<file path="config.mk">
export PLATFORM = sky130hd
export DESIGN_NAME = pc_sequencer
export DESIGN_NICKNAME = d
export VERILOG_FILES = /design/src/rtl/pc_pkg.sv /design/src/rtl/ras_stack.sv /design/src/rtl/pc_sequencer.sv
export SDC_FILE = /design/constraint.sdc
export NUM_CORES = 1
export LEC_CHECK = 0
export BUFFER_PORTS_ARGS = -buffer_cell sky130_fd_sc_hd__buf_2
export CAP_MARGIN = 20
export CORE_ASPECT_RATIO = 0.8
export CORE_MARGIN = 2
export CORE_UTILIZATION = 45
export DETAILED_ROUTE_END_ITERATION = 8
export GPL_ROUTABILITY_DRIVEN = 0
export PLACE_DENSITY = 0.61
export SETUP_SLACK_MARGIN = 0.02
export SYNTH_ARGS = -nofsm -noshare
export SYNTH_HDL_FRONTEND = slang
export SYNTH_SLANG_ARGS = --single-unit
</file>
<file path="constraint.sdc">
create_clock -name Clock -period 5.25 [get_ports Clock]
set_input_delay 0 -clock Clock [delete_from_list [all_inputs] [get_ports Clock]]
set_output_delay 0 -clock Clock [all_outputs]
set_load 0.05 [all_outputs]
</file>
<file path="src/rtl/pc_pkg.sv">
// Shared types for the program-counter sequencer: FSM state encoding and
// the selector that names where the next fetch address comes from.
package pc_pkg;

  typedef enum logic [1:0] {
    ST_RESET,
    ST_HOLD,
    ST_RUN
  } seq_state_e;

  typedef enum logic [2:0] {
    SRC_SEQ,
    SRC_BRANCH,
    SRC_CALL,
    SRC_RET,
    SRC_HOLD
  } pc_src_e;

endpackage

</file>
<file path="src/rtl/ras_stack.sv">
// Circular return-address stack: push onto a full stack silently overwrites
// the oldest entry, and the full/empty flags are registered from the updated count.
module ras_stack #(
  parameter int WIDTH     = 32,
  parameter int RAS_DEPTH = 4
) (
  input  logic             Clock,
  input  logic             Reset,
  input  logic             push,
  input  logic             pop,
  input  logic [WIDTH-1:0] pushData,
  output logic [WIDTH-1:0] topData,
  output logic             full,
  output logic             empty
);

  localparam int PW = $clog2(RAS_DEPTH);
  localparam int CW = PW + 1;
  localparam logic [CW-1:0] FULL_COUNT = CW'(RAS_DEPTH);

  logic [WIDTH-1:0] entries [RAS_DEPTH];
  logic [PW-1:0]    wrPtr;
  logic [PW-1:0]    topPtr;
  logic [CW-1:0]    count;
  logic [CW-1:0]    countNext;
  logic             doPop;

  assign topPtr  = wrPtr - PW'(1);
  assign topData = entries[topPtr];
  assign doPop   = pop && !push && (count != '0);

  // A push on a full stack keeps the count saturated; the pointer still
  // advances so the slot it lands on is always the oldest one.
  always_comb begin
    countNext = count;
    if (push) begin
      if (count != FULL_COUNT) begin
        countNext = count + CW'(1);
      end
    end else if (doPop) begin
      countNext = count - CW'(1);
    end
  end

  always_ff @(posedge Clock) begin
    if (Reset) begin
      wrPtr <= '0;
      count <= '0;
      full  <= 1'b0;
      empty <= 1'b1;
    end else begin
      if (push) begin
        wrPtr <= wrPtr + PW'(1);
      end else if (doPop) begin
        wrPtr <= topPtr;
      end
      count <= countNext;
      full  <= (countNext == FULL_COUNT);
      empty <= (countNext == '0);
    end
  end

  always_ff @(posedge Clock) begin
    if (push) begin
      entries[wrPtr] <= pushData;
    end
  end

endmodule

</file>
<file path="src/rtl/pc_sequencer.sv">
// Fetch-stage program counter: sequential step, branch, call/return through
// the RAS, stall, and wrap to the reset vector when the address leaves range.
module pc_sequencer
  import pc_pkg::*;
#(
  parameter int               WIDTH      = 32,
  parameter logic [WIDTH-1:0] STEP       = WIDTH'(4),
  parameter logic [WIDTH-1:0] RESET_ADDR = WIDTH'(0),
  parameter logic [WIDTH-1:0] LIMIT_ADDR = WIDTH'(248),
  parameter int               RAS_DEPTH  = 4
) (
  input  logic             Clock,
  input  logic             Reset,
  input  logic             Stall,
  input  logic             BranchTaken,
  input  logic [WIDTH-1:0] BranchTarget,
  input  logic             Call,
  input  logic             Return,
  output logic [WIDTH-1:0] PC,
  output logic             PCValid,
  output logic             Wrapped,
  output logic             RasFull,
  output logic             RasEmpty,
  output logic             RasErr
);

  seq_state_e       state;
  seq_state_e       nextState;
  pc_src_e          pcSrc;
  logic [WIDTH-1:0] pcSeq;
  logic [WIDTH-1:0] rasTop;
  logic [WIDTH-1:0] candidate;
  logic [WIDTH-1:0] pcNext;
  logic             wrapNext;
  logic             rasPush;
  logic             rasPop;
  logic             setErr;

  assign pcSeq = PC + STEP;

  ras_stack #(
    .WIDTH     (WIDTH),
    .RAS_DEPTH (RAS_DEPTH)
  ) u_ras (
    .Clock    (Clock),
    .Reset    (Reset),
    .push     (rasPush),
    .pop      (rasPop),
    .pushData (pcSeq),
    .topData  (rasTop),
    .full     (RasFull),
    .empty    (RasEmpty)
  );

  // The HOLD cycle ignores controls but still steps, so fetch resumes at
  // RESET_ADDR+STEP straight after the one held cycle.
  always_comb begin
    nextState = state;
    pcSrc     = SRC_HOLD;
    rasPush   = 1'b0;
    rasPop    = 1'b0;
    setErr    = 1'b0;
    unique case (state)
      ST_RESET: begin
        nextState = ST_HOLD;
      end
      ST_HOLD: begin
        nextState = ST_RUN;
        pcSrc     = SRC_SEQ;
      end
      ST_RUN: begin
        if (Stall) begin
          pcSrc = SRC_HOLD;
        end else if (Return) begin
          if (!RasEmpty) begin
            pcSrc  = SRC_RET;
            rasPop = 1'b1;
          end else begin
            pcSrc  = SRC_SEQ;
            setErr = 1'b1;
          end
        end else if (Call) begin
          pcSrc   = SRC_CALL;
          rasPush = 1'b1;
        end else if (BranchTaken) begin
          pcSrc = SRC_BRANCH;
        end else begin
          pcSrc = SRC_SEQ;
        end
      end
      default: begin
        nextState = ST_RESET;
      end
    endcase
  end

  // Every candidate, including RAS pops, goes through the same range check.
  always_comb begin
    candidate = PC;
    unique case (pcSrc)
      SRC_SEQ:    candidate = pcSeq;
      SRC_BRANCH: candidate = BranchTarget;
      SRC_CALL:   candidate = BranchTarget;
      SRC_RET:    candidate = rasTop;
      SRC_HOLD:   candidate = PC;
      default:    candidate = PC;
    endcase
    wrapNext = (candidate > LIMIT_ADDR);
    pcNext   = wrapNext ? RESET_ADDR : candidate;
  end

  always_ff @(posedge Clock) begin
    if (Reset) begin
      state   <= ST_RESET;
      PC      <= RESET_ADDR;
      PCValid <= 1'b0;
      Wrapped <= 1'b0;
      RasErr  <= 1'b0;
    end else begin
      state   <= nextState;
      PC      <= pcNext;
      PCValid <= 1'b1;
      Wrapped <= wrapNext;
      if (setErr) begin
        RasErr <= 1'b1;
      end
    end
  end

endmodule

</file>
* Word level (Yosys, flattened, before mapping) *
Memory sizes are Yosys's and may differ from the RTL's.
Index checks and enable logic that the tools add are counted.

storage, ports and cells
  bits of input ports = 38
  memories kept = 1
  logic and storage cells = 61
  bits in writable memories = 128
  register bits after elaboration = 44

memories
  name           depth  width  read ports  clocked after memory_dff  write ports  RTL line         source
  u_ras.entries  4      32     1           0                         1            ras_stack.sv:21  logic [WIDTH-1:0] entries [RAS_DEPTH];

cells by class
  $add $sub $neg = 5
  eq/ne operators = 7
  muxes and demuxes = 28
  reductions and logical operators = 10
  order comparisons = 1

operator list
  kind                                                            count
  case mux 32 bit (3 select lines)                                1
  adder 32 x 3 -> 32 bit, second input constant                   1
  greater-than comparator 32 x 8 -> 1 bit, second input constant  1
  2-to-1 mux 1 bit                                                16
  2-to-1 mux 3 bit                                                5
  2-to-1 mux 2 bit                                                4
  equality test 3 x 2 -> 1 bit, second input constant             2
  zero test 3 bit                                                 2
  case mux 2 bit (3 select lines)                                 1
  case mux 3 bit (2 select lines)                                 1
  OR reduction 2 bit                                              2
  adder 3 x 1 -> 3 bit, second input constant                     1
  equality test 3 x 1 -> 1 bit, second input constant             1
  equality test 3 bit, second input constant                      1
  != test 3 bit, second input constant                            1
  nonzero test 3 bit                                              1
  subtractor 3 x 1 -> 3 bit, second input constant                1
  adder 2 x 1 -> 2 bit, second input constant                     1
  equality test 2 x 1 -> 1 bit, second input constant             1
  equality test 2 bit, second input constant                      1
  logical AND 1 bit                                               2
  zero test 2 bit                                                 1
  nonzero test 2 bit                                              1
  subtractor 2 x 1 -> 2 bit, second input constant                1
  zero test 1 bit                                                 1

* Longest topological paths before layout *
  word-level depth = 10
  gate-level depth with buffers = 14
  depth with buffers taken out = 10

* Hierarchy *
Synthesis repeated with hierarchy kept, for this count alone.

unflattened totals
  cell total of the unflattened synthesis = 540
  area total of the unflattened synthesis = 7747.4 µm²

modules (own cells, without submodules)
  module        seq. area each (µm²)  area each (µm²)  times used  cells each
  ras_stack     3983.8                5104.9           1           221
  pc_sequencer  740.7                 2642.5           1           319

* Worst setup path after synthesis *
OpenSTA, ideal clock, no wires.

  path kind = register to register
  start point = reg u_ras.wrPtr[0]
  end point = reg PC[2]
  setup slack = 1.732 ns
  clock period less this slack = 3.518 ns
  data arrival time = 3.429 ns
  buffers on the path = 4
  stages on the path, launching flop included = 14
  cells stage by stage = dfxtp_1 -> buf_2 -> inv_1 -> ha_1 -> clkbuf_1 -> buf_2 -> buf_2 -> mux4_2 -> a221o_1 -> o21ai_0 -> nand4_1 -> nor4_2 -> nand4_2 -> nor4_2

between the ends
  cells in the longest elaborated chain, start to end = 5

RTL lines
  item                                     RTL line             source
  from (decl)                              ras_stack.sv:22      logic [PW-1:0] wrPtr;
  from (signal assigned)                   ras_stack.sv:53      wrPtr <= wrPtr + PW'(1);
  from (signal assigned)                   ras_stack.sv:55      wrPtr <= topPtr;
  subtractor 2 x 1 -> 2 bit *              ras_stack.sv:28      assign topPtr = wrPtr - PW'(1);
  memory (4 x 32 bit) *                    n/a
  case mux 32 bit (3 select lines) *       pc_sequencer.sv:100  unique case (pcSrc)
  greater-than comparator 32 x 8 -> 1 bit  pc_sequencer.sv:108  wrapNext = (candidate > LIMIT_ADDR);
  OR reduction 2 bit (no line)             n/a
  to (signal assigned)                     pc_sequencer.sv:121  PC <= pcNext;
  to (decl)                                pc_sequencer.sv:19   output logic [WIDTH-1:0] PC,

Mark *: on every way between the ends. The rest lies on a longest branch, timed or not.
A chain may end at the register's enable or synchronous reset.

* Worst setup path after layout *
  start point = reg u_ras.wrPtr[0]
  end point = reg PC[1]

Same word-level chain as after synthesis.

==> summary.md <==
| Metric | Value |
|---|---|
| Hold WC Path Type | in2reg |
| Share of total power in the clock network | 0.394 |
| Drt drc | 0 |
| GR Util All Layers | 0.225 |
| Die Footprint | 18800 um^2 |
| Final cell count without fillers | around 900 |
| Global-route wire length before repair | 31400 um |
| Gate power share | 0.091 |
| Fin crit period | 3.80 ns |
| Port Buf Inserts | 74 |
| Share of layout cells above drive strength 1 | 0.253 |
| Avg Inst Size Synth | 13.5 um^2 |
| M1 GR Usage | 0.320 |
| Initial antenna violation count | 0 |
| Number of global-route vias before repair | about 5400 |
| Seq pwr share | 0.515 |
| Synth Instances | 590 |
| Cell Int Power | 2.17 mW |
| Critical path launch point type | flop |
| Status | finished clean |
| Remaining antenna violation count | 0 |
| Cell variety after synth | 81 |
| Max Cap Viol | 0 |
| Post-synth ARST share | 0 |
| Dpl hpwl | between 10000 and 15000 um |
| Routed via count | 5527 |
| Req. time, crit path | 5.59 ns |
| IO Count | 75 |
| Core area | 17400 um^2 |
| Sequential-to-total area share from yosys stat | 0.592 |
| Hold WS | 0.0660 ns |
| Commonest non-fill, non-tap cell in the layout | edfxtp_1 |
| Starting density of the core | 0.459 |
| Die Span X | about 150 um |
| Sw Share | 0.255 |
| Nets | 729 |
| Critical Path End Type | flop |
| Antenna cell count | 0 |
| Min-Delay Path Depth | 4 |
| Worst Hold Endpoint | RasErr |
| Maximum vdd drop | 0.221 mV |
| Critical path origin | u_ras.wrPtr[0] |
| FF-to-FF setup slack | 1.45 ns |
| Cell Area, Placed | around 8500 um^2 |
| Hold Path Origin | Stall |
| Die Ht | 123 um |
| Setup Viol. Count Final | 0 |
| CTS max path bufs | 2 |
| Synth Cell Area | 7980 um^2 |
| CTS Buf Count | 17 |
| # H-tree levels | 4 |
| Fin worst setup slack | 1.45 ns |
| Worst skew pair latency | 0.43 ns |
| Drt first pass iters | 8 |
| Top_reg_cell synth | edfxtp_1 |
| Number of setup buffers added after CTS | 0 |
| Total wire length | 20600 um |
| Reg2Reg Depth | 9 |
| GR Overflow Total | 0 |
| Yosys warning total | 0 |
| Clk slew on worst S/H paths | 0.07 ns |
| Peak fanout along the critical path | 22 |
| Routed vias/inst | 6.02 |
| Highest Clock Rate | 263 MHz |
| Row Count | 43 |
| CTS tree | done |
| Slew HR | 0.278 |
| Top Usage Layer GRT | met2 |
| WL/cell | 22.4 um |
| Final Cell Area | 9090 um^2 |
| Highest-count cells in the layout ignoring fill and taps | edfxtp_1, buf_2, dfxtp_1, nor2_1, nand2_1 |
| Post-synth EDFFs | about 130 |
| GRT met3 Usage | 0.0648 |
| Root buf cell | clkbuf_16 |
| Largest net degree at the start of global routing | 33 |
| Placed cells | 884 |
| R2r startpoint | u_ras.wrPtr[0] |
| Worst flop-to-flop path endpoint | PC[1] |
| P_leak | between 3 and 4 nW |
| Setup TNS | 0 ns |
| #FFs+latches synth | 172 |
| Tcrit/Tclk final | 0.724 |
| GR Layer Usage met2 | 0.336 |
| Final hold vios | 0 |
| DP Worst Slack | 1.48 ns |
| Unrepaired setup endpoints after global routing | no |
| Clk_skew | 0.0106 ns |
| CTS resizes | 0 |
| P per Cell Area | 320 nW/um^2 |
| Pins Over Slew Limit | 0 |
| Data arrival, critical path | around 4.1 ns |
| Initial drt markers | 631 |
| P&R area growth vs syn | 13.8% |
| Worst slew pin tran | 1.08 ns |
| CP Class | reg2reg |
| Sink Count | 172 |
| Psw | 0.743 mW |
-- critical path, cell delays in order (launching register included) --
cell	delay, ns
dfxtp_2	0.32
inv_1	0.12
ha_1	1.04
buf_4	0.36
mux4_2	0.32
a222oi_1	0.38
o221ai_1	0.22
nor4_2	0.38
nand4_2	0.32
nor4_2	0.23
-- metal layers --
layer  part of all wire  up-vias  routed length [um]
met4              0.027        0                 565
li1                   -     2465                   -
met3              0.076       43                1560
met5                  0        -                   0
met2               0.44      254                9040
met1               0.46     2765                9390
-- cells in the mapped netlist (8+ instances only) --
cell type	number	area share
a21oi_1	25	0.016
a221o_1	10	0.013
a31oi_1	8	0.0063
clkbuf_1	11	0.0052
dfxtp_1	44	0.11
edfxtp_1	128	0.48
ha_1	11	0.017
inv_1	14	0.0066
mux4_2	26	0.073
nand2_1	32	0.015
nand3_1	13	0.0081
nand4_1	10	0.0078
nor2_1	37	0.017
nor3_1	20	0.013
nor4_2	9	0.014
o21ai_0	21	0.013
xnor2_1	19	0.021
xor2_1	9	0.0099
-- final cells by class --
type / count / area (um^2)
inverter: 14 / 52.6
fill: 1493 / 8290
multi-input combinational: 390 / 3030
sequential: 172 / 4730
clock buffer: 18 / 429
tap: 225 / 282
timing repair buffer: 85 / 459
clock inverter: 14 / 111
-- repair_timing --
item / CTS / global route
setup endpoints to repair: 0 / 0
endpoints found under the hold margin: 3 / 0
hold buffers: 1 / 0
-- how the worst max path moves through the flow --
stage | end | depth (start not counted)
after floorplan | PC[2] | 13
after global placement | PC[0] | 9
after detailed placement | PC[1] | 9
after CTS | PC[1] | 10
after global routing | PC[5] | 9
final | PC[1] | 9
-- sequential cells by signal, summed over array words and instances (netlist names), 2 cells and up --
signal / flops
PC: 32
state: 2
u_ras.count: 3
u_ras.entries: 128
u_ras.wrPtr: 2
-- cell families (layout without fill, tap and decap cells) --
logic type,count (synthesis),in the layout,share of synthesized area
other cells,1,24,0.000470
compound gates,110,110,0.0959
flops,172,172,0.592
mux,29,29,0.0798
simple gates,188,188,0.143
buf+inv,51,131,0.0411
xor+xnor,28,28,0.0307
fa+ha+maj,11,11,0.0172
-- metrics by stage --
step | utilization | total power, mW
final | 0.523 | 2.91
after global routing | 0.523 | 3.01
after CTS | 0.522 | 2.92
after detailed placement | 0.491 | 1.78
after global placement | 0.491 | 1.78
after floorplan | - | 1.71
-- power by group through the flow --
stage / Clock, mW / Sequential, mW / Combinational (mW)
5_1_grt: 1.22 / 1.50 / 0.282
3_3_place_gp: 0 / 1.53 / 0.254
3_5_place_dp: 0 / 1.53 / 0.257
2_1_floorplan: 0 / 1.55 / 0.162
4_1_cts: 1.17 / 1.50 / 0.259
6_report: 1.15 / 1.50 / 0.265
(Power assumes the default switching activity.)
